--- src/rtl/sipo_deser.sv ---
// ---------------------------------------------------------------------------
// sipo_deser -- serial-in, parallel-out deserializer (receive end of the
// MSB-first serial link).
//
// Collects WIDTH bits, one per s_en strobe, starting at a frame_start marker.
// Each completed word is loaded into a holding register and offered downstream
// with a valid/ready handshake. If a word completes while the held word is
// still unconsumed, the new word is dropped and overrun pulses for one cycle.
//
// Ports:
//   clk          rising-edge clock
//   rst          synchronous, active-high reset
//   s_in         serial data bit, MSB first (sampled only when s_en=1)
//   s_en         bit strobe
//   frame_start  qualified by s_en; current bit is the MSB of a new word
//   p_out        completed parallel word (holding register)
//   p_valid      p_out holds an unconsumed word
//   p_ready      consumer accepts p_out when p_valid & p_ready
//   overrun      one-cycle pulse: a completed word was dropped
//   busy         a partial word is being collected (RECV and count != 0)
//   dbg_state_o  current FSM state (0 = IDLE, 1 = RECV)
//
// Handshake: a transfer happens on every rising edge where p_valid=1 and
// p_ready=1. p_valid never drops without a transfer, and p_out is stable
// while p_valid=1 and p_ready=0. A word completing in the same cycle as a
// transfer replaces the accepted word, so p_valid stays high.
// ---------------------------------------------------------------------------
module sipo_deser #(
    parameter int WIDTH = 4
) (
    input  logic             clk,
    input  logic             rst,
    input  logic             s_in,
    input  logic             s_en,
    input  logic             frame_start,
    output logic [WIDTH-1:0] p_out,
    output logic             p_valid,
    input  logic             p_ready,
    output logic             overrun,
    output logic             busy,
    output logic             dbg_state_o
);

    localparam int CW = $clog2(WIDTH);

    typedef enum logic {
        IDLE = 1'b0,
        RECV = 1'b1
    } state_e;

    state_e           state_q, state_d;
    logic [CW-1:0]    count_q, count_d;
    logic [WIDTH-1:0] shift_q, shift_d;
    logic [WIDTH-1:0] p_out_q, p_out_d;
    logic             p_valid_q, p_valid_d;
    logic             overrun_q, overrun_d;

    // Position in the shift register that the current bit lands in (MSB first).
    logic [CW-1:0]    bit_idx;
    logic             word_done;
    logic [WIDTH-1:0] word;

    assign bit_idx   = CW'(WIDTH - 1) - count_q;
    // The strobe carrying bit 0 completes the word; a frame_start on that
    // strobe re-aligns instead, so it never completes.
    assign word_done = (state_q == RECV) && s_en && !frame_start
                       && (count_q == CW'(WIDTH - 1));
    assign word      = {shift_q[WIDTH-1:1], s_in};

    // ---------------- state register ----------------
    always_ff @(posedge clk) begin
        if (rst) begin
            state_q   <= IDLE;
            count_q   <= '0;
            shift_q   <= '0;
            p_out_q   <= '0;
            p_valid_q <= 1'b0;
            overrun_q <= 1'b0;
        end else begin
            state_q   <= state_d;
            count_q   <= count_d;
            shift_q   <= shift_d;
            p_out_q   <= p_out_d;
            p_valid_q <= p_valid_d;
            overrun_q <= overrun_d;
        end
    end

    // ---------------- next-state logic ----------------
    // Once aligned the receiver stays in RECV; only reset returns to IDLE.
    always_comb begin
        state_d = state_q;
        case (state_q)
            IDLE:    if (s_en && frame_start) state_d = RECV;
            RECV:    state_d = RECV;
            default: state_d = IDLE;
        endcase
    end

    // ---------------- datapath next-state ----------------
    always_comb begin
        count_d   = count_q;
        shift_d   = shift_q;
        p_out_d   = p_out_q;
        p_valid_d = p_valid_q;
        overrun_d = 1'b0;

        if (s_en) begin
            if (frame_start) begin
                // Start or re-align: current bit is the new MSB, partial word discarded.
                shift_d[WIDTH-1] = s_in;
                count_d          = CW'(1);
            end else if (state_q == RECV) begin
                shift_d[bit_idx] = s_in;
                if (word_done) count_d = '0;
                else           count_d = count_q + CW'(1);
            end
        end

        if (word_done) begin
            if (!p_valid_q || p_ready) begin
                p_out_d   = word;
                p_valid_d = 1'b1;
            end else begin
                overrun_d = 1'b1;
            end
        end else if (p_valid_q && p_ready) begin
            p_valid_d = 1'b0;
        end
    end

    // ---------------- outputs ----------------
    always_comb begin
        busy        = (state_q == RECV) && (count_q != '0);
        dbg_state_o = state_q;
    end

    assign p_out   = p_out_q;
    assign p_valid = p_valid_q;
    assign overrun = overrun_q;

endmodule

--- config.mk ---
export PLATFORM = sky130hd
export DESIGN_NAME = sipo_deser
export DESIGN_NICKNAME = d
export VERILOG_FILES = /design/src/rtl/sipo_deser.sv
export SDC_FILE = /design/constraint.sdc
export NUM_CORES = 1
export LEC_CHECK = 0
export BUFFER_PORTS_ARGS = -buffer_cell sky130_fd_sc_hd__clkbuf_2
export CAP_MARGIN = 20
export CORE_UTILIZATION = 23
export CTS_CLUSTER_SIZE = 28
export DETAILED_ROUTE_END_ITERATION = 16
export SETUP_SLACK_MARGIN = 0.05
export SLEW_MARGIN = 20
export SYNTH_ARGS = -nofsm -noshare
export SYNTH_HDL_FRONTEND = slang
export SYNTH_SLANG_ARGS = --single-unit
--- constraint.sdc ---
create_clock -name clk -period 1.4 [get_ports clk]
set_input_delay 0.07 -clock clk [delete_from_list [all_inputs] [get_ports clk]]
set_output_delay 0.07 -clock clk [all_outputs]
set_load 0.005 [all_outputs]
==> results of run 1 <==
worst register-to-register path, cell delays in order (launching register included):
cell and delay, ns:
sky130_fd_sc_hd__dfxtp_2 0.36, sky130_fd_sc_hd__inv_1 0.07, sky130_fd_sc_hd__ha_1 0.22, sky130_fd_sc_hd__a21o_1 0.18, sky130_fd_sc_hd__nand2_1 0.07, sky130_fd_sc_hd__mux2i_1 0.19
sequential cells by signal, summed over array words and instances (netlist names):
name,cells
count_q,2
dbg_state_o,1
overrun,1
p_out,4
p_valid,1
shift_q,3
layout make-up:
type	count	area [sq um]
Timing Repair Buffer	13	65.1
Fill cell	249	1550
Sequential cell	12	243
Clock buffer	4	36.3
Multi-Input combinational cell	40	295
Inverter	2	7.51
Tap cell	28	35.0
cells in the mapped netlist (all sizes together):
| master | n |
|---|---|
| nand2b | 9 |
| mux2i | 7 |
| nand3 | 1 |
| o21ai | 2 |
| dfxtp | 12 |
| nor2 | 2 |
| nor3 | 1 |
| clkbuf | 1 |
| ha | 4 |
| nor2b | 1 |
| nand2 | 6 |
| a22oi | 1 |
| nor3b | 1 |
| a21o | 1 |
| inv | 2 |
| and3b | 1 |
| a21oi | 3 |
routing by layer:
| layer | vias up | track usage |
|---|---|---|
| met4 | 0 | 0.0139 |
| met5 | - | 0 |
| met2 | 12 | 0.133 |
| met1 | 187 | 0.107 |
| li1 | 217 | - |
| met3 | 2 | 0.0455 |
worst paths after layout:
| path | startpoint | endpoint | slack, ns | cells past startpoint |
|---|---|---|---|---|
| max | count_q[0] | busy | 0.17 | 4 |
| min | frame_start | dbg_state_o | 0.10 | 3 |
| max reg2reg | count_q[0] | shift_q[3] | 0.24 | 5 |
| min reg2reg | p_out[0] | p_out[0] | 0.48 | 2 |
cell families after synthesis:
logic type,count (synthesis)
buffers and inverters,3
AO/OA/AOI/OAI,7
multiplexers,7
adder cells (fa/ha/maj),4
AND/OR/NAND/NOR,22
flip-flops,12
power breakdown:
group          switching (mW)  leakage [nW]  internal, mW
Sequential            0.00714        0.0981         0.348
Clock                   0.114        0.0210         0.158
Combinational          0.0255         0.201        0.0242
Total                   0.147         0.320         0.530
==> impl_results.html, run 1 <==
<table>
<tr><th>Metric</th><th>Value</th></tr>
<tr><th colspan="2">Global route</th></tr>
<tr><td>Wire length of the first global-routing pass</td><td>1660 microns</td></tr>
<tr><td>Initial antenna violation count</td><td>0</td></tr>
<tr><td>Global-route congestion overflow total</td><td>0</td></tr>
<tr><td>Via count of the first global-routing pass</td><td>380</td></tr>
<tr><td>Total Routing Usage GR</td><td>0.0863</td></tr>
<tr><td>Largest net degree at the start of global routing</td><td>14</td></tr>
<tr><th colspan="2">Placed design</th></tr>
<tr><td>Cell area reported after detailed placement</td><td>643 sq um</td></tr>
<tr><td>Pre-CTS worst setup slack</td><td>0.213 ns</td></tr>
<tr><td>Port Buf Inserts</td><td>13</td></tr>
<tr><td>Placed cells</td><td>95</td></tr>
<tr><td>HPWL after detailed placement</td><td>around 740 microns</td></tr>
<tr><td>Routability congestion estimate from global placement</td><td>0.680</td></tr>
<tr><th colspan="2">Power and ir drop</th></tr>
<tr><td>Static leakage</td><td>roughly 0.32 nW</td></tr>
<tr><td>Overall power after layout</td><td>0.677 mW</td></tr>
<tr><td>IR drop worst, VDD</td><td>0.767 mV</td></tr>
<tr><td>Power density over the cells</td><td>~990 nW/um^2</td></tr>
<tr><th colspan="2">CTS</th></tr>
<tr><td>Number of gates resized after CTS</td><td>0</td></tr>
<tr><td>H-Tree Level Count</td><td>1</td></tr>
<tr><td>Bufs on Longest Clock Path</td><td>2</td></tr>
<tr><td>Root buffer cell</td><td>sky130_fd_sc_hd__clkbuf_4</td></tr>
<tr><td>Clock tree from TritonCTS</td><td>built</td></tr>
<tr><td>CTS sink count</td><td>12</td></tr>
<tr><td>CTS hold repair buffers</td><td>0</td></tr>
<tr><td>CTS buffer count</td><td>3</td></tr>
<tr><td>Clock transition at the registers of the reported paths</td><td>0.07 ns</td></tr>
<tr><td>Post-CTS Setup Inserts</td><td>0</td></tr>
<tr><td>Clock Latency Late Sink</td><td>0.27 ns</td></tr>
<tr><th colspan="2">Setup path</th></tr>
<tr><td>Largest stage delay on the critical path</td><td>0.36 ns</td></tr>
<tr><td>Data arrival time at the worst-slack endpoint</td><td>1.16 ns</td></tr>
<tr><td>Worst setup EP type</td><td>output pin</td></tr>
<tr><td>Critical path type</td><td>reg2out</td></tr>
<tr><td>Worst path buffer plus inverter count</td><td>2</td></tr>
<tr><td>Critical Path RT</td><td>1.33 ns</td></tr>
<tr><td>Largest fanout on the critical path</td><td>5</td></tr>
<tr><td>Worst setup SP type</td><td>register</td></tr>
<tr><td>Crit-path cells</td><td>inv_1 &gt; ha_1 &gt; nor2b_1 &gt; clkbuf_2</td></tr>
<tr><td>Cell with the biggest individual delay on the critical path</td><td>sky130_fd_sc_hd__dfxtp_2</td></tr>
<tr><td>Largest delay contributor family on the critical path</td><td>flip-flops</td></tr>
<tr><th colspan="2">Logic synthesis</th></tr>
<tr><td>Simple logic cell fraction of the synthesized area</td><td>0.247</td></tr>
<tr><td>Share of synthesized area occupied by flip-flops and latches</td><td>0.439</td></tr>
<tr><td>Compound-gate portion of the synthesized area</td><td>0.0732</td></tr>
<tr><td>Synthesized area</td><td>547 sq um</td></tr>
<tr><td>Register bit total from synthesis</td><td>12</td></tr>
<tr><td>Synth area leaders</td><td>sky130_fd_sc_hd__dfxtp_1 (44%), sky130_fd_sc_hd__mux2i_1 (13%), sky130_fd_sc_hd__nand2b_1 (10%)</td></tr>
<tr><td>Adder-cell area share of the yosys netlist</td><td>0.0915</td></tr>
<tr><td>Number of instances in the synthesized netlist</td><td>55</td></tr>
<tr><td>Mean Syn Cell Area</td><td>9.94 sq um</td></tr>
<tr><td>Dominant combinational cell family by area after synthesis</td><td>simple AND/OR/NAND/NOR gates</td></tr>
<tr><td>Net count of the mapped netlist</td><td>65</td></tr>
<tr><td>Area share of the largest cell type after synthesis</td><td>0.439</td></tr>
<tr><td>Warnings from Yosys</td><td>0</td></tr>
<tr><td>Cell taking the most area after synthesis</td><td>sky130_fd_sc_hd__dfxtp_1</td></tr>
<tr><td>Post-synthesis cell type count</td><td>17</td></tr>
<tr><td>Multiplexer area fraction after synthesis</td><td>0.128</td></tr>
<tr><td>Post-Synth XOR/XNOR Area</td><td>0</td></tr>
<tr><th colspan="2">Timing</th></tr>
<tr><td>Sum Neg Setup Slack</td><td>0 ns</td></tr>
<tr><td>Final Hold Slack</td><td>0.103 ns</td></tr>
<tr><td>Relative slew slack</td><td>0.841</td></tr>
<tr><td>Maximum clock skew at final layout</td><td>0.00352 ns</td></tr>
<tr><td>Final WS setup</td><td>0.172 ns</td></tr>
<tr><td>Fin crit period</td><td>1.23 ns</td></tr>
<tr><td>Count of final setup violators</td><td>0</td></tr>
<tr><td>Achievable frequency</td><td>814 MHz</td></tr>
<tr><td>Pin slew with the least headroom to its limit</td><td>between 0.2 and 0.25 ns</td></tr>
<tr><td>Hold Fails Final Rpt</td><td>0</td></tr>
<tr><td>Final worst path period share</td><td>0.877</td></tr>
<tr><td>Unrepaired setup endpoints after global routing</td><td>no</td></tr>
<tr><td>Number of max-slew violations in the final report</td><td>0</td></tr>
<tr><th colspan="2">Layout</th></tr>
<tr><td>Antenna diodes</td><td>0</td></tr>
<tr><td>Most frequent cells in the layout</td><td>sky130_fd_sc_hd__clkbuf_2 (13), sky130_fd_sc_hd__dfxtp_1 (10), sky130_fd_sc_hd__nand2b_1 (9)</td></tr>
<tr><td>Leading cell type in the layout, fill and taps excluded</td><td>sky130_fd_sc_hd__clkbuf_2</td></tr>
<tr><td>Post-route insts no fill</td><td>99</td></tr>
<tr><td>Number of nets in the layout</td><td>82</td></tr>
<tr><td>Fraction of layout cells with a size suffix above 1</td><td>0.296</td></tr>
<tr><td>Final standard cell utilization of the core</td><td>0.305</td></tr>
<tr><td>Post-route cell area</td><td>slightly below 700 sq um</td></tr>
<tr><td>Area growth from synthesis to layout</td><td>24.7%</td></tr>
<tr><th colspan="2">Detailed routing</th></tr>
<tr><td>Sum of routed wire length over all layers</td><td>~990 microns</td></tr>
<tr><td>Number of remaining DRC errors</td><td>0</td></tr>
<tr><td>Vias</td><td>~420</td></tr>
<tr><td>Mean number of vias per cell</td><td>4.22</td></tr>
<tr><td>DR WL/cell</td><td>9.97 microns</td></tr>
<tr><td>Initial DRT Pass Iterations</td><td>3</td></tr>
<tr><td>Routed length on met2</td><td>around 430 microns</td></tr>
<tr><td>Antenna viol nets, final</td><td>0</td></tr>
<tr><td>Iteration-0 DRC count of the detailed router</td><td>1</td></tr>
<tr><td>Wl on met1</td><td>490 microns</td></tr>
<tr><td>Met3 wire len</td><td>roughly 63 microns</td></tr>
<tr><td>DR top layer</td><td>met4</td></tr>
<tr><th colspan="2">Die</th></tr>
<tr><td>Number of rows created at floorplan</td><td>17</td></tr>
<tr><td>Floorplan die width</td><td>50.8 microns</td></tr>
<tr><td>Number of placed I/O pins</td><td>14</td></tr>
<tr><td>Core box area</td><td>2230 sq um</td></tr>
<tr><td>Vertical extent of the die</td><td>about 50 microns</td></tr>
<tr><td>DIE AREA</td><td>about 2600 sq um</td></tr>
<tr><td>Starting utilization of the core area</td><td>0.245</td></tr>
<tr><th colspan="2">Run status</th></tr>
<tr><td>Run status</td><td>complete, no violations</td></tr>
<tr><th colspan="2">Worst hold path</th></tr>
<tr><td>Class of the worst hold path</td><td>in2reg</td></tr>
<tr><th colspan="2">Flow run</th></tr>
<tr><td>Maximum Capacitance Violations</td><td>0</td></tr>
</table>
(Power assumes the default switching activity.)
==> inputs of run 2 (changes only) <==
- CTS_BUF_LIST: default -> sky130_fd_sc_hd__clkbuf_8
- clock period: 1.4 -> 1.55 ns (I/O delays scaled with it)
==> run 2 against run 1 <==
Final area up 2.4%. Flip-flop and latch count unchanged. Critical path depth unchanged. Die area unchanged. Non-clock buffer count unchanged. Worst setup slack better by 0.12 ns. Global-route usage up 0.19 points. Via count down 2.4%. Combinational power down 10%. Sequential power down 9.6%. Largest cell class unchanged.
==> impl_results.html, run 2 (synthesis gave the netlist of run 1 again) <==
<table>
<tr><th>Metric</th><th>Value</th></tr>
<tr><th colspan="2">Run status</th></tr>
<tr><td>Run status</td><td>complete, no violations</td></tr>
<tr><th colspan="2">Die</th></tr>
<tr><td>Floorplan die width</td><td>50.8 microns (unchanged)</td></tr>
<tr><td>Core box area</td><td>2230 sq um (unchanged)</td></tr>
<tr><td>DIE AREA</td><td>2580 sq um (unchanged)</td></tr>
<tr><td>Starting utilization of the core area</td><td>0.245 (unchanged)</td></tr>
<tr><td>Number of rows created at floorplan</td><td>17 (unchanged)</td></tr>
<tr><td>Vertical extent of the die</td><td>50.8 microns (unchanged)</td></tr>
<tr><td>Number of placed I/O pins</td><td>14 (unchanged)</td></tr>
<tr><th colspan="2">Worst hold path</th></tr>
<tr><td>Beginning of the worst hold path</td><td>frame_start</td></tr>
<tr><td>Class of the worst hold path</td><td>in2reg</td></tr>
<tr><td>Count of cells along the worst hold path</td><td>3 (unchanged)</td></tr>
<tr><td>Hold path endpoint</td><td>dbg_state_o</td></tr>
<tr><th colspan="2">Setup path</th></tr>
<tr><td>Endpoint of the worst-slack reg-to-reg timing path</td><td>shift_q[3]</td></tr>
<tr><td>Worst setup EP type</td><td>output pin</td></tr>
<tr><td>Startpoint of the lowest-slack register-to-register path</td><td>count_q[0]</td></tr>
<tr><td>Data arrival time at the worst-slack endpoint</td><td>1.18 ns (+0.02 ns)</td></tr>
<tr><td>Critical path type</td><td>reg2out</td></tr>
<tr><td>Worst setup SP type</td><td>register</td></tr>
<tr><td>Register-to-Register Setup Slack</td><td>0.36 ns (+0.12 ns)</td></tr>
<tr><td>Largest fanout on the critical path</td><td>5 (unchanged)</td></tr>
<tr><td>Critical Path RT</td><td>1.47 ns (+0.14 ns)</td></tr>
<tr><td>FF-to-FF path depth</td><td>5 (unchanged)</td></tr>
<tr><th colspan="2">Detailed routing</th></tr>
<tr><td>Antenna viol nets, final</td><td>0 (unchanged)</td></tr>
<tr><td>DR WL/cell</td><td>9.83 microns (-1.4%)</td></tr>
<tr><td>Mean number of vias per cell</td><td>4.12 (-2.4%)</td></tr>
<tr><td>Number of remaining DRC errors</td><td>0 (unchanged)</td></tr>
<tr><td>Initial DRT Pass Iterations</td><td>2 (-1)</td></tr>
<tr><td>Iteration-0 DRC count of the detailed router</td><td>2 (+1)</td></tr>
<tr><td>Sum of routed wire length over all layers</td><td>973 microns (-1.4%)</td></tr>
<tr><td>Vias</td><td>408 (-2.4%)</td></tr>
<tr><th colspan="2">Layout</th></tr>
<tr><td>Total of fill cells in the finished design</td><td>248 (-0.40%)</td></tr>
<tr><td>Max FFs per register</td><td>4 (unchanged)</td></tr>
<tr><td>Fraction of layout cells with a size suffix above 1</td><td>0.268 (-0.0282)</td></tr>
<tr><td>Post-route insts no fill</td><td>99 (unchanged)</td></tr>
<tr><td>Antenna diodes</td><td>0 (unchanged)</td></tr>
<tr><td>Most frequent cells in the layout</td><td>sky130_fd_sc_hd__clkbuf_2 (13), sky130_fd_sc_hd__dfxtp_1 (12), sky130_fd_sc_hd__nand2b_1 (9)</td></tr>
<tr><td>Leading cell type in the layout, fill and taps excluded</td><td>sky130_fd_sc_hd__clkbuf_2</td></tr>
<tr><td>Post-route cell area</td><td>698 sq um (+2.4%)</td></tr>
<tr><td>Area growth from synthesis to layout</td><td>27.7%</td></tr>
<tr><td>Final standard cell utilization of the core</td><td>0.313 (+0.00728)</td></tr>
<tr><td>Number of nets in the layout</td><td>82 (unchanged)</td></tr>
<tr><th colspan="2">Global route</th></tr>
<tr><td>Largest net degree at the start of global routing</td><td>14 (unchanged)</td></tr>
<tr><td>Via count of the first global-routing pass</td><td>388 (+2.1%)</td></tr>
<tr><td>Total Routing Usage GR</td><td>0.0882 (+0.00189)</td></tr>
<tr><td>Initial antenna violation count</td><td>0 (unchanged)</td></tr>
<tr><td>Wire length of the first global-routing pass</td><td>1680 microns (+1.2%)</td></tr>
<tr><td>Global-route congestion overflow total</td><td>0 (unchanged)</td></tr>
<tr><th colspan="2">CTS</th></tr>
<tr><td>Clock tree from TritonCTS</td><td>built</td></tr>
<tr><td>Post-CTS Setup Inserts</td><td>0 (unchanged)</td></tr>
<tr><td>Bufs on Longest Clock Path</td><td>2 (unchanged)</td></tr>
<tr><td>CTS buffer count</td><td>3 (unchanged)</td></tr>
<tr><td>CTS sink count</td><td>12 (unchanged)</td></tr>
<tr><td>Clock Latency Late Sink</td><td>0.24 ns (-0.03 ns)</td></tr>
<tr><td>Clock transition at the registers of the reported paths</td><td>0.05 ns (-0.02 ns)</td></tr>
<tr><td>Root buffer cell</td><td>sky130_fd_sc_hd__clkbuf_8</td></tr>
<tr><td>CTS hold repair buffers</td><td>0 (unchanged)</td></tr>
<tr><td>H-Tree Level Count</td><td>1 (unchanged)</td></tr>
<tr><td>Number of gates resized after CTS</td><td>0 (unchanged)</td></tr>
<tr><th colspan="2">Placed design</th></tr>
<tr><td>Pre-CTS worst setup slack</td><td>0.363 ns (+0.150 ns)</td></tr>
<tr><td>HPWL after detailed placement</td><td>737 microns (unchanged)</td></tr>
<tr><td>Port Buf Inserts</td><td>13 (unchanged)</td></tr>
<tr><td>Cell area reported after detailed placement</td><td>643 sq um (unchanged)</td></tr>
<tr><td>Routability congestion estimate from global placement</td><td>0.680 (about the same)</td></tr>
<tr><td>Placed cells</td><td>95 (unchanged)</td></tr>
<tr><th colspan="2">Timing</th></tr>
<tr><td>Relative slew slack</td><td>0.841 (about the same)</td></tr>
<tr><td>Fin crit period</td><td>1.25 ns</td></tr>
<tr><td>Pin slew with the least headroom to its limit</td><td>0.238 ns (+0.000597 ns)</td></tr>
<tr><td>Count of final setup violators</td><td>0 (unchanged)</td></tr>
<tr><td>Number of max-slew violations in the final report</td><td>0 (unchanged)</td></tr>
<tr><td>Achievable frequency</td><td>798 MHz</td></tr>
<tr><td>Final WS setup</td><td>0.296 ns (+0.125 ns)</td></tr>
<tr><td>Final Hold Slack</td><td>0.142 ns (+0.0390 ns)</td></tr>
<tr><td>Maximum clock skew at final layout</td><td>0.00319 ns (-0.000321 ns)</td></tr>
<tr><td>Unrepaired setup endpoints after global routing</td><td>no</td></tr>
<tr><td>Sum Neg Setup Slack</td><td>0 ns (unchanged)</td></tr>
<tr><td>Final worst path period share</td><td>0.809</td></tr>
<tr><td>Hold Fails Final Rpt</td><td>0 (unchanged)</td></tr>
<tr><th colspan="2">Power and ir drop</th></tr>
<tr><td>IR drop worst, VDD</td><td>0.709 mV (-7.6%)</td></tr>
<tr><td>Overall power after layout</td><td>0.703 mW (+3.9%)</td></tr>
<tr><td>Static leakage</td><td>0.327 nW (+2.2%)</td></tr>
<tr><td>Power density over the cells</td><td>1010 nW/um^2 (+1.5%)</td></tr>
<tr><th colspan="2">Flow run</th></tr>
<tr><td>Maximum Capacitance Violations</td><td>0 (unchanged)</td></tr>
</table>
==> run 2: final cells by class <==
cell class / instances / area, sq um / area share
tap: 28 / 35.0 / 0.0502
multi-input combinational: 40 / 295 / 0.423
clock buffer: 4 / 55.1 / 0.0789
inverter: 2 / 7.51 / 0.0108
sequential: 12 / 240 / 0.344
timing repair buffer: 13 / 65.1 / 0.0932
==> run 2: power by group <==
part,switching (mW),leakage [nW],internal (mW)
clock,0.113,0.0288,0.224
sequential,0.00652,0.0973,0.315
combinational,0.0227,0.201,0.0218
total,0.143,0.327,0.561
==> run 2: per-layer routing <==
layer,track usage,routed length (microns),vias up
li1,-,-,216
met1,0.109,501,180
met2,0.131,409,12
met3,0.0455,61,0
met4,0.0278,0,0
met5,0,0,-
==> run 2: worst max-delay path, stage by stage (launching register included) <==
cell	delay [ns]
sky130_fd_sc_hd__dfxtp_1	0.39
sky130_fd_sc_hd__inv_1	0.09
sky130_fd_sc_hd__ha_1	0.22
sky130_fd_sc_hd__nor2b_1	0.12
sky130_fd_sc_hd__clkbuf_2	0.12
==> run 2: worst max path at each step <==
stage | slack, ns | to | depth (start not counted) | from
after floorplan | 0.46 | shift_q[3] | 5 | count_q[0]
after global placement | 0.43 | shift_q[3] | 5 | count_q[0]
after detailed placement | 0.36 | shift_q[3] | 5 | count_q[0]
after CTS | 0.28 | busy | 4 | count_q[0]
after global routing | 0.20 | busy | 4 | count_q[1]
final | 0.30 | busy | 4 | count_q[0]
==> inputs of run 3 (changes only) <==
- clock period: 1.55 -> 1.2 ns (I/O delays scaled with it)
==> run 3 against run 2 <==
Hold slack lost 0.023 ns. Global-route usage is 0.25 points higher. Wire length increased by 5.8%. Largest power group unchanged. Core utilization is 1.6 points higher.
==> impl_results.html, run 3 (synthesis gave the netlist of run 1 again) <==
<table>
<tr><th>Metric</th><th>Value</th></tr>
<tr><th colspan="2">Run status</th></tr>
<tr><td>Run status</td><td>complete, no violations</td></tr>
<tr><th colspan="2">Timing</th></tr>
<tr><td>Final Hold Slack</td><td>0.119 ns (-0.0229 ns)</td></tr>
<tr><td>Fin crit period</td><td>1.11 ns</td></tr>
<tr><td>Sum Neg Setup Slack</td><td>0 ns (unchanged)</td></tr>
<tr><td>Maximum clock skew at final layout</td><td>0.00253 ns (-0.000666 ns)</td></tr>
<tr><td>Number of max-slew violations in the final report</td><td>0 (unchanged)</td></tr>
<tr><td>Achievable frequency</td><td>900 MHz</td></tr>
<tr><td>Unrepaired setup endpoints after global routing</td><td>no</td></tr>
<tr><td>Final worst path period share</td><td>0.926</td></tr>
<tr><td>Relative slew slack</td><td>0.850 (+0.00928)</td></tr>
<tr><td>Pin slew with the least headroom to its limit</td><td>0.224 ns (-0.0136 ns)</td></tr>
<tr><td>Count of final setup violators</td><td>0 (unchanged)</td></tr>
<tr><td>Hold Fails Final Rpt</td><td>0 (unchanged)</td></tr>
<tr><th colspan="2">Layout</th></tr>
<tr><td>Total of fill cells in the finished design</td><td>249 (+0.40%)</td></tr>
<tr><td>Number of nets in the layout</td><td>85 (+3.7%)</td></tr>
<tr><td>Antenna diodes</td><td>0 (unchanged)</td></tr>
<tr><td>Leading cell type in the layout, fill and taps excluded</td><td>sky130_fd_sc_hd__clkbuf_2</td></tr>
<tr><td>Max FFs per register</td><td>4 (unchanged)</td></tr>
<tr><td>Area growth from synthesis to layout</td><td>34.1%</td></tr>
<tr><td>Most frequent cells in the layout</td><td>sky130_fd_sc_hd__clkbuf_2 (12), sky130_fd_sc_hd__dfxtp_1 (10), sky130_fd_sc_hd__nand2b_1 (9)</td></tr>
<tr><td>Fraction of layout cells with a size suffix above 1</td><td>0.378 (+0.111)</td></tr>
<tr><th colspan="2">Power and ir drop</th></tr>
<tr><td>IR drop worst, VDD</td><td>0.625 mV (-12%)</td></tr>
<tr><td>Static leakage</td><td>0.344 nW (+5.3%)</td></tr>
<tr><td>Overall power after layout</td><td>0.916 mW (+30%)</td></tr>
<tr><td>Power density over the cells</td><td>1250 nW/um^2 (+24%)</td></tr>
<tr><th colspan="2">Die</th></tr>
<tr><td>Number of rows created at floorplan</td><td>17 (unchanged)</td></tr>
<tr><td>DIE AREA</td><td>2580 sq um (unchanged)</td></tr>
<tr><td>Number of placed I/O pins</td><td>14 (unchanged)</td></tr>
<tr><td>Core box area</td><td>2230 sq um (unchanged)</td></tr>
<tr><td>Starting utilization of the core area</td><td>0.245 (unchanged)</td></tr>
<tr><td>Vertical extent of the die</td><td>50.8 microns (unchanged)</td></tr>
<tr><td>Floorplan die width</td><td>50.8 microns (unchanged)</td></tr>
<tr><th colspan="2">Worst hold path</th></tr>
<tr><td>Class of the worst hold path</td><td>in2reg</td></tr>
<tr><td>Count of cells along the worst hold path</td><td>3 (unchanged)</td></tr>
<tr><td>Hold path endpoint</td><td>dbg_state_o</td></tr>
<tr><td>Beginning of the worst hold path</td><td>frame_start</td></tr>
<tr><th colspan="2">Detailed routing</th></tr>
<tr><td>Antenna viol nets, final</td><td>0 (unchanged)</td></tr>
<tr><td>Mean number of vias per cell</td><td>4.23 (+2.5%)</td></tr>
<tr><td>Vias</td><td>431 (+5.6%)</td></tr>
<tr><td>Routed length on met2</td><td>468 microns (+14%)</td></tr>
<tr><td>DR WL/cell</td><td>10.1 microns (+2.6%)</td></tr>
<tr><td>Met3 wire len</td><td>53 microns (-13%)</td></tr>
<tr><td>Number of remaining DRC errors</td><td>0 (unchanged)</td></tr>
<tr><td>Sum of routed wire length over all layers</td><td>1030 microns (+5.8%)</td></tr>
<tr><td>DR top layer</td><td>met3</td></tr>
<tr><td>Wl on met1</td><td>507 microns (+1.2%)</td></tr>
<tr><td>Initial DRT Pass Iterations</td><td>4 (+2)</td></tr>
<tr><td>Iteration-0 DRC count of the detailed router</td><td>2 (unchanged)</td></tr>
<tr><th colspan="2">Global route</th></tr>
<tr><td>Initial antenna violation count</td><td>0 (unchanged)</td></tr>
<tr><td>Via count of the first global-routing pass</td><td>398 (+2.6%)</td></tr>
<tr><td>Wire length of the first global-routing pass</td><td>1730 microns (+2.9%)</td></tr>
<tr><td>Global-route congestion overflow total</td><td>0 (unchanged)</td></tr>
<tr><td>Total Routing Usage GR</td><td>0.0907 (+0.00252)</td></tr>
<tr><td>Largest net degree at the start of global routing</td><td>14 (unchanged)</td></tr>
<tr><th colspan="2">Setup path</th></tr>
<tr><td>Startpoint of the lowest-slack register-to-register path</td><td>count_q[0]</td></tr>
<tr><td>Worst setup EP type</td><td>output pin</td></tr>
<tr><td>Critical Path RT</td><td>1.14 ns (-0.33 ns)</td></tr>
<tr><td>Largest fanout on the critical path</td><td>4 (-1)</td></tr>
<tr><td>Data arrival time at the worst-slack endpoint</td><td>1.05 ns (-0.13 ns)</td></tr>
<tr><td>FF-to-FF path depth</td><td>4 (-1)</td></tr>
<tr><td>Worst setup SP type</td><td>register</td></tr>
<tr><td>Critical path type</td><td>reg2out</td></tr>
<tr><td>Register-to-Register Setup Slack</td><td>0.11 ns (-0.25 ns)</td></tr>
<tr><td>Endpoint of the worst-slack reg-to-reg timing path</td><td>count_q[0]</td></tr>
<tr><th colspan="2">CTS</th></tr>
<tr><td>H-Tree Level Count</td><td>1 (unchanged)</td></tr>
<tr><td>CTS hold repair buffers</td><td>0 (unchanged)</td></tr>
<tr><td>CTS buffer count</td><td>3 (unchanged)</td></tr>
<tr><td>Clock Latency Late Sink</td><td>0.24 ns (about the same)</td></tr>
<tr><td>Bufs on Longest Clock Path</td><td>2 (unchanged)</td></tr>
<tr><td>Clock tree from TritonCTS</td><td>built</td></tr>
<tr><td>CTS sink count</td><td>12 (unchanged)</td></tr>
<tr><td>Clock transition at the registers of the reported paths</td><td>0.05 ns (about the same)</td></tr>
<tr><td>Root buffer cell</td><td>sky130_fd_sc_hd__clkbuf_8</td></tr>
<tr><th colspan="2">Flow run</th></tr>
<tr><td>Maximum Capacitance Violations</td><td>0 (unchanged)</td></tr>
<tr><th colspan="2">Placed design</th></tr>
<tr><td>Routability congestion estimate from global placement</td><td>0.690 (+1.5%)</td></tr>
<tr><td>HPWL after detailed placement</td><td>793 microns (+7.6%)</td></tr>
<tr><td>Port Buf Inserts</td><td>13 (unchanged)</td></tr>
</table>
## run 3: cell type report
class,count,area [sq um],share of cell area
tap,28,35.0,0.0478
sequential,12,248,0.338
inverter,2,7.51,0.0102
clock buffer,4,55.1,0.0751
timing repair buffer,16,87.6,0.119
multi-input combinational,40,300,0.410
## run 3: per-stage QoR
step                area [sq um]  utilization  instances  worst slack, ns
floorplan                    547            -         55            0.109
global placement             651        0.291         96           0.0796
detailed placement           651        0.291         96           0.0139
CTS                          731        0.327        102           0.0597
global route                 733        0.328        102           0.0528
finish                       733        0.328        102           0.0889
## run 3: worst max path at each step
stage                          start         end  slack [ns]
final                     count_q[1]        busy        0.09
after global routing      count_q[1]        busy        0.05
after CTS                 count_q[0]        busy        0.06
after detailed placement  count_q[0]  shift_q[3]        0.01
after global placement    count_q[0]  shift_q[3]        0.08
after floorplan           count_q[0]  shift_q[3]        0.11
## run 3: repair_timing
| item | CTS | global route |
|---|---|---|
| hold endpoints to repair | 0 | 0 |
| endpoints found under the setup margin | 2 | 1 |
| buffers inserted | 2 | 0 |
| pin swaps | 0 | 1 |
| resized for setup | 5 | 4 |
## run 3: where the power goes
group	internal (mW)	switching, mW	leakage (nW)
registers	0.404	0.00518	0.0987
logic	0.0378	0.0347	0.217
clock network	0.289	0.144	0.0288
## run 3: critical path: stages, from the launching register on
cell	delay [ns]
sky130_fd_sc_hd__dfxtp_4	0.36
sky130_fd_sc_hd__inv_2	0.04
sky130_fd_sc_hd__ha_2	0.18
sky130_fd_sc_hd__nor2b_2	0.11
sky130_fd_sc_hd__buf_2	0.12
## run 3: per-layer routing
metal,track usage,vias to the layer above
li1,-,224
met1,0.120,197
met2,0.133,10
met3,0.0273,0
met4,0.0417,0
met5,0,-
